$ cat src/rtl/button_event_ctrl.sv
// button_event_ctrl: turns a debounced button level into press/release/short/long/repeat pulses and a press counter.
module button_event_ctrl #(
  parameter int LONG_CYCLES   = 8,
  parameter int REPEAT_CYCLES = 4,
  parameter int CNT_WIDTH     = 8
) (
  input  logic                 clk,
  input  logic                 reset,
  input  logic                 D_in,
  output logic                 press_pulse,
  output logic                 release_pulse,
  output logic                 short_press,
  output logic                 long_press,
  output logic                 repeat_pulse,
  output logic [CNT_WIDTH-1:0] press_count,
  output logic                 held
);
  localparam int HW = $clog2(LONG_CYCLES + 1);
  localparam int RW = $clog2(REPEAT_CYCLES + 1);
  localparam logic [HW-1:0] HOLD_MAX = HW'(LONG_CYCLES - 1);
  localparam logic [RW-1:0] REP_MAX  = RW'(REPEAT_CYCLES - 1);
  typedef enum logic [1:0] {IDLE, PRESSED, LONG} state_t;
  state_t state, state_n;
  logic [HW-1:0] hold_cnt, hold_n;
  logic [RW-1:0] rep_cnt, rep_n;
  logic [CNT_WIDTH-1:0] count_n;
  logic press_n, release_n, short_n, long_n, repeat_n;
  always_comb begin
    state_n   = state;
    hold_n    = hold_cnt;
    rep_n     = rep_cnt;
    count_n   = press_count;
    press_n   = 1'b0;
    release_n = 1'b0;
    short_n   = 1'b0;
    long_n    = 1'b0;
    repeat_n  = 1'b0;
    case (state)
      IDLE: if (D_in) begin
        state_n = PRESSED;
        hold_n  = HW'(1);
        press_n = 1'b1;
        count_n = press_count + CNT_WIDTH'(1);
      end
      PRESSED: if (!D_in) begin
        state_n   = IDLE;
        release_n = 1'b1;
        short_n   = 1'b1;
      end else if (hold_cnt == HOLD_MAX) begin
        state_n = LONG;
        long_n  = 1'b1;
        rep_n   = '0;
      end else hold_n = hold_cnt + HW'(1);
      LONG: if (!D_in) begin
        state_n   = IDLE;
        release_n = 1'b1;
      end else begin
        repeat_n = rep_cnt == REP_MAX;
        rep_n    = repeat_n ? '0 : rep_cnt + RW'(1);
      end
      default: state_n = IDLE;
    endcase
  end
  always_ff @(posedge clk) begin
    if (reset) begin
      state         <= IDLE;
      hold_cnt      <= '0;
      rep_cnt       <= '0;
      press_count   <= '0;
      press_pulse   <= 1'b0;
      release_pulse <= 1'b0;
      short_press   <= 1'b0;
      long_press    <= 1'b0;
      repeat_pulse  <= 1'b0;
      held          <= 1'b0;
    end else begin
      state         <= state_n;
      hold_cnt      <= hold_n;
      rep_cnt       <= rep_n;
      press_count   <= count_n;
      press_pulse   <= press_n;
      release_pulse <= release_n;
      short_press   <= short_n;
      long_press    <= long_n;
      repeat_pulse  <= repeat_n;
      held          <= state_n != IDLE;
    end
  end
endmodule

$ cat config.mk
export PLATFORM = sky130hd
export DESIGN_NAME = button_event_ctrl
export DESIGN_NICKNAME = d
export VERILOG_FILES = /design/src/rtl/button_event_ctrl.sv
export SDC_FILE = /design/constraint.sdc
export NUM_CORES = 1
export LEC_CHECK = 0
export CORE_MARGIN = 1.5
export CORE_UTILIZATION = 54
export CTS_BUF_LIST = sky130_fd_sc_hd__clkbuf_8
export CTS_CLUSTER_SIZE = 25
export DETAILED_ROUTE_END_ITERATION = 6
export PLACE_DENSITY = 0.78
export SYNTH_ARGS = -nofsm -noshare
export SYNTH_HDL_FRONTEND = slang
export SYNTH_SLANG_ARGS = --single-unit
$ cat constraint.sdc
create_clock -name clk -period 2.1 [get_ports clk]
set_clock_uncertainty 0.2 [all_clocks]
set_input_delay 0.21 -clock clk [delete_from_list [all_inputs] [get_ports clk]]
set_output_delay 0.21 -clock clk [all_outputs]
set_load 0.02 [all_outputs]
Word level (Yosys, flattened, before mapping)
Index checks and enable logic that the tools add are counted.
{"block": "totals", "inputBits": 3, "elab_cells": 57, "out_inout_bits": 14, "ff_bits": 23}
{"block": "classes", "bitwise_logic": 5, "n_mux": 17, "reduce_logical": 13, "add_sub_neg": 3, "n_eq_ne": 9}
{"cell": "$mux 3", "count": 4}
{"cell": "$mux 4", "count": 3}
{"cell": "$ne 2x2->1 const B", "count": 5}
{"cell": "$add 8x1->8 const B", "count": 1}
{"cell": "$mux 2", "count": 4}
{"cell": "$pmux 4 s2", "count": 1}
{"cell": "$reduce_and 4->1", "count": 2}
{"cell": "$reduce_or 2->1", "count": 4}
{"cell": "$pmux 2 s3", "count": 1}
{"cell": "$pmux 3 s2", "count": 1}
{"cell": "$reduce_bool 2->1", "count": 3}
{"cell": "$reduce_or 3->1", "count": 2}
{"cell": "$not 1->1", "count": 5}
{"cell": "$add 4x1->4 const B", "count": 1}
{"cell": "$eq 4x3->1 const B", "count": 1}
{"cell": "$add 3x1->3 const B", "count": 1}
{"cell": "$eq 3x2->1 const B", "count": 1}
{"cell": "$mux 1", "count": 3}
{"cell": "$eq 2x1->1 const B", "count": 1}
{"cell": "$eq 2x2->1 const B", "count": 1}
{"cell": "$logic_not 2->1", "count": 1}
{"cell": "$reduce_and 2->1", "count": 1}

Longest topological paths before layout
{"block": "logic_depth", "ltp_word": 5, "ltp_mapped": 6, "mapped_depth_nobuf": 5}

Worst setup path after synthesis
OpenSTA, ideal clock, no wires.
{"block": "synth_path", "path_kind": "register to register", "from": "register state[1]", "to": "register held", "arrival_ns": 1.331, "path_stages_with_launch": 7, "required_ns": 1.762, "setup_slack_ns": 0.432, "synth_period_minus_slack_ns": 1.668, "setup_ns": 0.138, "path_buffers": 1, "cell_sequence": "dfxtp_1 > inv_1 > ha_1 > and2_1 > clkbuf_1 > a221oi_1 > o32ai_1"}
{"block": "synth_between", "elab_chain_cells": 4}
{"element": "from (decl)", "line_no": "23", "text": "state_t state, state_n;"}
{"element": "from (signal assigned)", "line_no": "77", "text": "state <= state_n;"}
{"element": "$mux 2", "line_no": "49", "text": "end else if (hold_cnt == HOLD_MAX) begin"}
{"element": "$mux 2", "line_no": "45", "text": "PRESSED: if (!D_in) begin"}
{"element": "$pmux 2 s3 *", "line_no": "38", "text": "case (state)"}
{"element": "$reduce_bool 2->1 *", "line_no": "86", "text": "held <= state_n != IDLE;"}
{"element": "to (signal assigned)", "line_no": "75", "text": "held <= 1'b0;"}
{"element": "to (signal assigned)", "line_no": "86"}
{"element": "to (decl)", "line_no": "16", "text": "output logic held"}
Mark *: on every way between the ends. The rest lies on a longest branch, timed or not.
A chain may end at the register's enable or synchronous reset.

Final worst setup path
{"block": "layout_path", "from": "register state[0]", "to": "register press_count[7]"}
{"block": "layout_between", "elab_chain_cells": 2}
{"element": "$logic_not 2->1", "line_no": "38"}
{"element": "$reduce_and 2->1 (no source line)"}
{"element": "to (signal assigned)", "line_no": "80", "text": "press_count <= count_n;"}
{"element": "to (decl)", "line_no": "15", "text": "output logic [CNT_WIDTH-1:0] press_count,"}
No other way between the ends.

==> flow_summary.json <==
{
  "status": "completed",
  "crit_path_end": "press_count[7]",
  "yosys.area.top_type_share_pct": 44.3,
  "drt_pass1_iterations": 4,
  "p_leak_nw": 0.494,
  "worstSetupEndpointType": "register",
  "rsz0062_at_grt": "false",
  "postCtsHoldBufs": 0,
  "yosys_warnings": 0,
  "grt_max_degree": 17,
  "tightest_slew_ns": 0.370,
  "start_util_pct": 58.9,
  "final_antenna_net_count": 0,
  "postSynthCellCount": 114,
  "num_io_pins": 17,
  "cts_buffer_depth": 2,
  "ff_latch_area_sq_um": 460,
  "die_w_um": 46.9,
  "tritoncts": "yes",
  "drv_cap": 0,
  "ys_ff_latch": 23,
  "port_buffers": 16,
  "required_ns": 2.10,
  "setup_viol": 0,
  "vias": 904,
  "synth_top_family_by_area": "simple AND/OR/NAND/NOR gates",
  "min_path_type": "reg -> reg",
  "synth_xor_area_share_pct": 1.69,
  "clk_pin_slew_ns": 0.08,
  "synth-simple-area-share_pct": 24.0,
  "antennaDiodeCount": 0,
  "crit_fanout": 8,
  "period_needed_ns": 1.86,
  "area_growth_pct": 23.4,
  "yosysSeqAreaShare_pct": 44.3,
  "clock_latency_ns": 0.26,
  "dp_cells": 154,
  "core_area_sq_mm": 0.00176,
  "die_area_sq_mm": 0.00220,
  "r2r_cells": 5,
  "synth.largest_area_cell": "dfxtp_1",
  "dpl.hpwl_um": 1510,
  "grt.total_usage_pct": 22.1,
  "crit_start": "state[0]",
  "grt_pass1_vias": 777,
  "row_count": 15,
  "wl_per_cell_um": 12.9,
  "slowest_delay_ns": 0.55,
  "cts_resized": 0,
  "place_congestion": 0.801,
  "period_share_pct": 88.5,
  "synth-main-ff-cell": "dfxtp_1",
  "ys_top_cells_by_area": "dfxtp_1 (44%), ha_1 (8.4%), a21oi_1 (3.9%), nand3_1 (3.4%), o21ai_0 (3.4%)",
  "synthTopCellsByCount": "dfxtp_1 (23), a21oi_1 (8), nand2_1 (8)",
  "path_class": "reg -> reg",
  "grt_pass1_wl_um": 3390,
  "drc": 0,
  "regToRegEndpoint": "press_count[7]",
  "syn-num-nets": 124,
  "synth_fa_ha_area_share_pct": 8.43,
  "cts_inserted_buffers": 3,
  "yosysMostFrequentCell": "dfxtp_1",
  "htreeDepth": 1,
  "root_buffer": "clkbuf_8",
  "setup-tns-final_ns": 0,
  "clock.fmax_ghz": 0.538,
  "synth.distinct_cells": 35,
  "layout-drive-gt1-share_pct": 7.52,
  "r2r_slack_ns": 0.24,
  "postCtsSetupBuffers": 0,
  "nets": 144,
  "slew_headroom_pct": 75.4,
  "synth-compound-area-share_pct": 16.3,
  "synthMuxAreaShare_pct": 1.93,
  "clkSinkCount": 23,
  "design_area_sq_mm": 0.00128,
  "worstPathArrival_ns": 1.86,
  "multiInputGateArea_sq_um": 543,
  "async_reset_ff_share_pct": 0,
  "finalPower_mw": 0.832,
  "gr-total-overflow": 0,
  "worstSetupStartpointType": "register",
  "cpMaxStageDelayCell": "or4_1",
  "worstPathCellList": "inv_1 -> ha_1 -> nand2_2 -> or4_1 -> a21oi_1",
  "synth_area_per_cell_sq_um": 9.11,
  "fill_cells": 155,
  "die_y_um": 46.9,
  "synth.cell_area_sq_mm": 0.00104,
  "placed_cell_area_sq_mm": 0.00124,
  "wl_um": 2040,
  "ir_drop_mv": 0.542,
  "final_core_util_pct": 72.6,
  "finalMaxSlewViolations": 0,
  "hold_violations": 0,
  "synth-edff-count": 0,
  "drtIter0Drc": 13,
  "antenna_found_initial": 0,
  "cellPowerDensity_mw_per_mm2": 649,
  "r2r-start": "state[0]",
  "via_per_inst": 5.72,
  "layout.cells.non_filler": 158
}
## report_power, final
group | total, mW | switching, mW | internal [mW]
sequential | 0.462 | 0.0116 | 0.450
clock | 0.265 | 0.135 | 0.131
combinational | 0.105 | 0.0573 | 0.0472
total | 0.832 | 0.204 | 0.628
## cell usage in the layout, fill, tap and decap left out, types with 2 or more instances in the layout
| cell type | count |
|---|---|
| a21oi_1 | 8 |
| a2bb2oi_1 | 2 |
| buf_4 | 3 |
| clkbuf_8 | 3 |
| clkdlybuf4s50_1 | 16 |
| dfxtp_1 | 23 |
| ha_1 | 7 |
| inv_1 | 6 |
| mux2i_1 | 2 |
| nand2_1 | 8 |
| nand3_1 | 7 |
| nand3b_1 | 2 |
| nand4_1 | 3 |
| nor2_1 | 6 |
| nor3_1 | 3 |
| nor3b_1 | 3 |
| o211a_1 | 2 |
| o21ai_0 | 7 |
| o31ai_1 | 2 |
| or3_1 | 2 |
| or4_1 | 3 |
## metal layers
layer / share of wire [%] / track usage [%] / routed length (um)
met3: 4.5 / 5.77 / 91
met1: 46 / 28.0 / 947
met4: 1.6 / 8.89 / 32
met5: 0 / 0 / 0
met2: 47 / 35.9 / 968
## per-stage QoR
stage                     hold slack [ns]  setup slack (ns)
after floorplan                     0.186             0.432
after global placement              0.246             0.159
after detailed placement            0.257            0.0813
after CTS                           0.275             0.255
after global routing                0.307             0.162
final                               0.278             0.241
## cell families after synthesis
logic type	after synthesis
XOR/XNOR	2
AO/OA/AOI/OAI	26
flip-flops	23
AND/OR/NAND/NOR	45
buffers and inverters	9
multiplexers	2
adder cells (fa/ha/maj)	7
## worst min-delay path by stage
stage	startpoint	endpoint	slack, ns	depth (start not counted)
6_report	rep_cnt[2]	rep_cnt[2]	0.28	1
5_1_grt	rep_cnt[2]	rep_cnt[2]	0.31	1
4_1_cts	rep_cnt[2]	rep_cnt[2]	0.28	1
3_5_place_dp	rep_cnt[2]	rep_cnt[2]	0.26	1
3_3_place_gp	rep_cnt[2]	rep_cnt[2]	0.25	1
2_1_floorplan	D_in	press_pulse	0.19	2
## worst max-delay path: cells and delay by family, from the launching register on
kind	cells	cell delay [ns]
flip-flops	1	0.34
AO/OA/AOI/OAI	1	0.15
buffers and inverters	1	0.09
adder cells (fa/ha/maj)	1	0.30
AND/OR/NAND/NOR	2	0.71
## cell type report
type | count | area share (%)
Timing Repair Buffer | 19 | 14.3
Clock inverter | 1 | 0.293
Clock buffer | 3 | 3.22
Tap cell | 25 | 2.44
Inverter | 5 | 1.46
Multi-Input combinational cell | 82 | 42.4
Sequential cell | 23 | 35.9
## flip-flops by register name, indices dropped and copies added, names as in the netlist, 2 cells and up
signal,flops
state,2
press_count,8
hold_cnt,4
rep_cnt,3
Power figures use the tool's default switching activity.
